==> config.mk <==
export PLATFORM = sky130hd
export DESIGN_NAME = id_ex_stage
export DESIGN_NICKNAME = d
export VERILOG_FILES = /design/src/rtl/id_ex_stage.sv
export SDC_FILE = /design/constraint.sdc
export NUM_CORES = 1
export LEC_CHECK = 0
export BUFFER_PORTS_ARGS = -buffer_cell sky130_fd_sc_hd__buf_4
export CORE_AREA = 2 2 140 142
export CTS_BUF_LIST = sky130_fd_sc_hd__clkbuf_2
export CTS_CLUSTER_SIZE = 24
export DETAILED_ROUTE_END_ITERATION = 10
export DIE_AREA = 0 0 142 144
export PLACE_DENSITY = 0.69
export SYNTH_ARGS = -nofsm -noshare
export SYNTH_HDL_FRONTEND = slang
export SYNTH_SLANG_ARGS = --single-unit
==> constraint.sdc <==
create_clock -name clk -period 8.9 [get_ports clk]
set_input_delay 1.78 -clock clk [delete_from_list [all_inputs] [get_ports clk]]
set_output_delay 1.78 -clock clk [all_outputs]
set_load 0.005 [all_outputs]
==> src/rtl/id_ex_stage.sv <==
// ID/EX pipeline register with load-use hazard detection, redirect flush and saturating event counters.
// Latency: one cycle from a capturing edge to ex_*; stall_if_id is combinational.
// Backpressure: mem_stall freezes ex_* and the counters; load-use inserts a single bubble and holds IF/ID.
module id_ex_stage #(
  parameter int DW = 32,
  parameter int CW = 16
) (
  input  logic          clk,
  input  logic          rst,
  input  logic          id_valid,
  input  logic [DW-1:0] id_pc,
  input  logic [4:0]    id_rs1,
  input  logic [4:0]    id_rs2,
  input  logic [4:0]    id_rd,
  input  logic          id_use_rs1,
  input  logic          id_use_rs2,
  input  logic [DW-1:0] id_rd1,
  input  logic [DW-1:0] id_rd2,
  input  logic [DW-1:0] id_imm,
  input  logic          id_regwrite,
  input  logic          id_memwrite,
  input  logic          id_alusrc,
  input  logic [4:0]    id_aluop,
  input  logic [2:0]    id_npcop,
  input  logic [2:0]    id_wdsel,
  input  logic [2:0]    id_dmtype,
  input  logic          ex_redirect,
  input  logic          mem_stall,
  output logic          ex_valid,
  output logic [DW-1:0] ex_pc,
  output logic [4:0]    ex_rs1,
  output logic [4:0]    ex_rs2,
  output logic [4:0]    ex_rd,
  output logic [DW-1:0] ex_rd1,
  output logic [DW-1:0] ex_rd2,
  output logic [DW-1:0] ex_imm,
  output logic          ex_regwrite,
  output logic          ex_memwrite,
  output logic          ex_alusrc,
  output logic [4:0]    ex_aluop,
  output logic [2:0]    ex_npcop,
  output logic [2:0]    ex_wdsel,
  output logic [2:0]    ex_dmtype,
  output logic          stall_if_id,
  output logic [CW-1:0] stall_cnt,
  output logic [CW-1:0] flush_cnt
);

  typedef struct packed {
    logic          valid;
    logic [DW-1:0] pc;
    logic [4:0]    rs1;
    logic [4:0]    rs2;
    logic [4:0]    rd;
    logic [DW-1:0] rd1;
    logic [DW-1:0] rd2;
    logic [DW-1:0] imm;
    logic          regwrite;
    logic          memwrite;
    logic          alusrc;
    logic [4:0]    aluop;
    logic [2:0]    npcop;
    logic [2:0]    wdsel;
    logic [2:0]    dmtype;
  } ex_bundle_t;

  ex_bundle_t    ex_q, ex_d, id_bundle;
  logic [CW-1:0] stall_cnt_q, stall_cnt_d;
  logic [CW-1:0] flush_cnt_q, flush_cnt_d;
  logic          ex_is_load;
  logic          load_use;

  assign id_bundle = {1'b1, id_pc, id_rs1, id_rs2, id_rd, id_rd1, id_rd2, id_imm,
                      id_regwrite, id_memwrite, id_alusrc, id_aluop, id_npcop,
                      id_wdsel, id_dmtype};

  // Loads are every non-ALU, non-PC write-data source; x0 destinations never create a dependency.
  assign ex_is_load  = ex_q.valid & (ex_q.wdsel != 3'b000) & (ex_q.wdsel != 3'b110);
  assign load_use    = id_valid & ex_is_load & (ex_q.rd != 5'd0) &
                       ((id_use_rs1 & (id_rs1 == ex_q.rd)) | (id_use_rs2 & (id_rs2 == ex_q.rd)));
  // A redirect squashes the dependent instruction anyway, so it cancels the load-use hold.
  assign stall_if_id = mem_stall | (load_use & ~ex_redirect);

  // Next-state selection in priority order: hold, flush, load-use bubble, idle bubble, capture.
  always_comb begin
    ex_d        = ex_q;
    stall_cnt_d = stall_cnt_q;
    flush_cnt_d = flush_cnt_q;
    if (mem_stall) begin
      ex_d = ex_q;
    end else if (ex_redirect) begin
      ex_d = '0;
      if (~&flush_cnt_q) flush_cnt_d = flush_cnt_q + CW'(1);
    end else if (load_use) begin
      ex_d = '0;
      if (~&stall_cnt_q) stall_cnt_d = stall_cnt_q + CW'(1);
    end else if (!id_valid) begin
      ex_d = '0;
    end else begin
      ex_d = id_bundle;
    end
  end

  // Pipeline register and counters, cleared asynchronously.
  always_ff @(posedge clk or posedge rst) begin
    if (rst) begin
      ex_q        <= '0;
      stall_cnt_q <= '0;
      flush_cnt_q <= '0;
    end else begin
      ex_q        <= ex_d;
      stall_cnt_q <= stall_cnt_d;
      flush_cnt_q <= flush_cnt_d;
    end
  end

  assign ex_valid    = ex_q.valid;
  assign ex_pc       = ex_q.pc;
  assign ex_rs1      = ex_q.rs1;
  assign ex_rs2      = ex_q.rs2;
  assign ex_rd       = ex_q.rd;
  assign ex_rd1      = ex_q.rd1;
  assign ex_rd2      = ex_q.rd2;
  assign ex_imm      = ex_q.imm;
  assign ex_regwrite = ex_q.regwrite;
  assign ex_memwrite = ex_q.memwrite;
  assign ex_alusrc   = ex_q.alusrc;
  assign ex_aluop    = ex_q.aluop;
  assign ex_npcop    = ex_q.npcop;
  assign ex_wdsel    = ex_q.wdsel;
  assign ex_dmtype   = ex_q.dmtype;
  assign stall_cnt   = stall_cnt_q;
  assign flush_cnt   = flush_cnt_q;

endmodule

## After elaboration in Yosys (flattened, before gate mapping)

Index checks and enable logic that the tools add are counted.
W data, S select, Z words.

| word-level totals | value |
|---|---|
| register bits after elaboration | 193 |
| input bits | 167 |
| output and inout port bits | 194 |

| operators by class | value |
|---|---|
| bitwise gates (word level) | 14 |
| multiplexer cells | 3 |
| add/sub/neg operators | 2 |
| reductions and logical operators | 6 |
| equality and inequality tests | 3 |

Operators by type and width:

| kind | count |
|---|---|
| $mux W161 | 3 |
| $add A16 B1 Y16 const B | 2 |
| $reduce_and A16 Y1 | 2 |
| $eq A5 B5 Y1 | 2 |
| $and A1 B1 Y1 | 8 |
| $reduce_bool A5 Y1 | 1 |
| $not A1 Y1 | 4 |
| $reduce_and A4 Y1 | 1 |
| $ne A3 B3 Y1 const B | 1 |
| $reduce_and A3 Y1 | 1 |
| $reduce_bool A3 Y1 | 1 |
| $or A1 B1 Y1 | 2 |

## Depth between registers and ports, before layout

| depth | value |
|---|---|
| depth after elaboration | 8 |
| mapped depth | 8 |
| depth with buffers taken out | 7 |

## Least setup slack after synthesis

OpenSTA, ideal clock, no wires.

| timing | value |
|---|---|
| path kind | input to output |
| from | in id_rs2[2] |
| to | out stall_if_id |
| arrival time | 2.779 ns |
| stages | 5 |
| slack | 4.341 ns |
| path buffers | 0 |
| cells stage by stage | xor2_1 -> nor4_1 -> a32oi_1 -> nor2_2 -> a31o_2 |

| on the way | value |
|---|---|
| cells in the longest elaborated chain, start to end | 6 |

Ends and longest elaborated chain:

| item | line | source |
|---|---|---|
| start: declaration | 13 | `input logic [4:0] id_rs2,` |
| $eq A5 B5 Y1 | 80 | `((id_use_rs1 & (id_rs1 == ex_q.rd)) \| (id_use_rs2 & (id_rs2 == ex_q.rd)));` |
| $and A1 B1 Y1 | 80 |  |
| $or A1 B1 Y1 | 80 |  |
| $and A1 B1 Y1 | 79 | `assign load_use = id_valid & ex_is_load & (ex_q.rd != 5'd0) &` |
| $and A1 B1 Y1 | 82 | `assign stall_if_id = mem_stall \| (load_use & ~ex_redirect);` |
| $or A1 B1 Y1 | 82 |  |
| end: declaration | 44 | `output logic stall_if_id,` |

No other way between the ends.

## Worst setup path after layout

Ends and elaborated chain as after synthesis.

==> results.yml <==
outcome:
  outcome: "complete, no violations"
drt:
  drt_iter0_markers: 264
  via_per_inst: 5.096
  route.detailed.drc: 0
  wl_per_cell_um: 18.36
  ant_nets: 0
  routed_wl_um: 20400
  drtPass1Iterations: 4
  via_count: 5662
timing:
  fin_setup_tns_ps: 0
  fin_crit_ps: 5055
  skew_ps: 38.65
  setup_viol: 0
  rsz0062_at_grt: "false"
  tightest_slew_ps: 1170
  finalCritPeriodShare: 0.5680
  slew_viol_final: 0
  relSlewSlack: 0.2203
  fmax_mhz: 197.8
  hold_viol_final: 0
layout:
  post-route-util: 0.5445
  final_cells: 1111
  layout-drive-gt1-share: 0.4633
  fin_nets: 1028
  synthToLayoutAreaGrowth_pct: 42.15
  multi_input_area_mm2: 0.002247
  fillers: 1696
  seq_area_mm2: 0.004830
clock_network:
  cts_resized: 0
  clockBufferDepth: 2
  cts_root_buffer: "clkbuf_2"
  clk_pin_slew_ps: 300
  htreeDepth: 4
  cts_buffers: 17
  cts_sinks: 193
  clkLatencyLatePin_ps: 720
  post_cts_buffers: 0
  hold_buffers: 0
  tritoncts: "yes"
power:
  powerDensity_mw_per_mm2: 163.3
  total_power_uw: 1696
  power_leakage_uw: 0.005461
  ir_drop_mv: 0.07631
yosys:
  syn-num-nets: 681
  ys_warn_count: 0
  synth_common_cells: "193 x dfrtp_1, 160 x a22o_1, 24 x xnor2_1"
  synth_edf_count: 0
  synth_seq_cells: 193
  yosysTopAreaCellShare: 0.6608
  ys_types: 37
  synthFlopType: "dfrtp_1"
  seq_area_frac_synth: 0.6608
  synthCells: 512
  yosys.area.top_type: "dfrtp_1"
  syn_avg_cell_area_um2: 14.27
  synth_area_mm2: 0.007308
  yosysMostFrequentCell: "dfrtp_1"
  synthArstFlopShare: 1.000
  synth_area_leaders: "dfrtp_1 66%, a22o_1 19%, xnor2_1 2.9%"
worst_hold_path:
  hold_path_class: "flop to flop"
setup_path:
  cp.required_ps: 7120
  crit_path_end_kind: "output port"
  path_max_fanout: 5
  start_kind: "input port"
  crit_type: "input port to output port"
  arrival_ps: 3280
place:
  port_buffers: 360
  place.gp.congestion: 0.7600
  hpwl_um: 14450
  placed_cells: 1078
floorplanning:
  core_mm2: 0.01908
  die_width_um: 142
  dieArea_mm2: 0.02045
  fp.dieH_um: 144
  initial_core_util: 0.3830
  pin_count: 361
  num_rows: 51
global_routing:
  grt_pass1_wl_um: 30820
  grt_max_degree: 130
  grt_usage: 0.1934
  grt_pass1_vias: 5632
  grt_overflow: 0
  antenna_found_initial: 1
flow_run:
  cap_violations: 0
## metrics by stage
stage / hold slack (ps) / setup WS (ps) / instance area (um^2)
finish: 516.6 / 3845 / 10390
global route: 542.5 / 3795 / 10390
CTS: 523.0 / 3872 / 10390
detailed placement: 493.9 / 3873 / 10130
global placement: 484.7 / 3870 / 10130
floorplan: 480.3 / 1864 / 7308
## critical path, cell delays in order
cell,delay (ps)
buf_4,120
xor2_1,130
nor4_1,350
a32oi_1,280
nor2_2,300
a31o_2,200
buf_4,120
## state kept, by name, indices dropped and copies added (netlist names)
| register | flops |
|---|---|
| ex_regwrite | 1 |
| ex_npcop | 3 |
| ex_aluop | 5 |
| ex_memwrite | 1 |
| ex_rd2 | 32 |
| ex_dmtype | 3 |
| stall_cnt | 16 |
| ex_valid | 1 |
| ex_rd | 5 |
| ex_alusrc | 1 |
| ex_rs1 | 5 |
| ex_pc | 32 |
| flush_cnt | 16 |
| ex_rs2 | 5 |
| ex_wdsel | 3 |
| ex_imm | 32 |
| ex_rd1 | 32 |
## path summary, 6_finish.rpt
| check | startpoint | endpoint | slack, ps | depth (start not counted) |
|---|---|---|---|---|
| hold reg to reg | flush_cnt[15]$_DFFE_PP0P_ | flush_cnt[15]$_DFFE_PP0P_ | 520 | 1 |
| min in group asynchronous | rst | ex_aluop[1]$_DFFE_PP0N_ | 1150 | 2 |
| hold / removal | flush_cnt[15]$_DFFE_PP0P_ | flush_cnt[15]$_DFFE_PP0P_ | 520 | 1 |
| setup / recovery | id_rs2[2] | stall_if_id | 3840 | 7 |
| setup reg to reg | ex_rd[1]$_DFFE_PP0N_ | ex_pc[14]$_DFFE_PP0N_ | 6210 | 6 |
| max in group asynchronous | rst | ex_rd2[2]$_DFFE_PP0N_ | 6270 | 3 |
## cell usage in the layout, fill, tap and decap left out, types with 3 or more instances in the layout
cell type / n
buf_4: 364
clkbuf_2: 18
xor2_1: 15
nor4_1: 3
a22o_1: 160
dfrtp_1: 193
xnor2_1: 24
nand4_1: 9
nand2_1: 16
clkinv_8: 4
nand3_1: 11
nor2_1: 9
inv_6: 8
## cell families (layout without fill, tap and decap cells)
kind of cell	count (synthesis)	after routing	synth area share
AOI/OAI and AO/OA	170	170	0.2054
and+or+nand+nor	67	67	0.04879
DFF	193	193	0.6608
muxes	2	2	0.003081
buffers and inverters	39	399	0.03167
other	0	1	0
adders and majority gates	2	2	0.003424
xor gates and xnor gates	39	39	0.04674
## metal layers
layer / vias to the layer above / track usage / wire length, um
met1: 2787 / 0.2473 / 8513
li1: 2620 / - / -
met5: - / 0 / 0
met2: 232 / 0.3135 / 9951
met3: 23 / 0.06060 / 1497
met4: 0 / 0.06632 / 435
## power by group
part / leakage, uW / switching (uW) / internal, uW
Combinational: 0.00270 / 107 / 159
Clock: 0.000157 / 333 / 120
Sequential: 0.00260 / 44.6 / 933
Total: 0.00546 / 484 / 1210
## cell type report
class                      instances  area share
tap                              238     0.02866
timing repair buffer             364      0.2630
antenna                            1   0.0002409
clock buffer                      18    0.008672
clock inverter                    14     0.01638
inverter                           3    0.001807
multi-input combinational        280      0.2163
sequential                       193      0.4649
No activity file was read; power rests on OpenSTA's default activity.
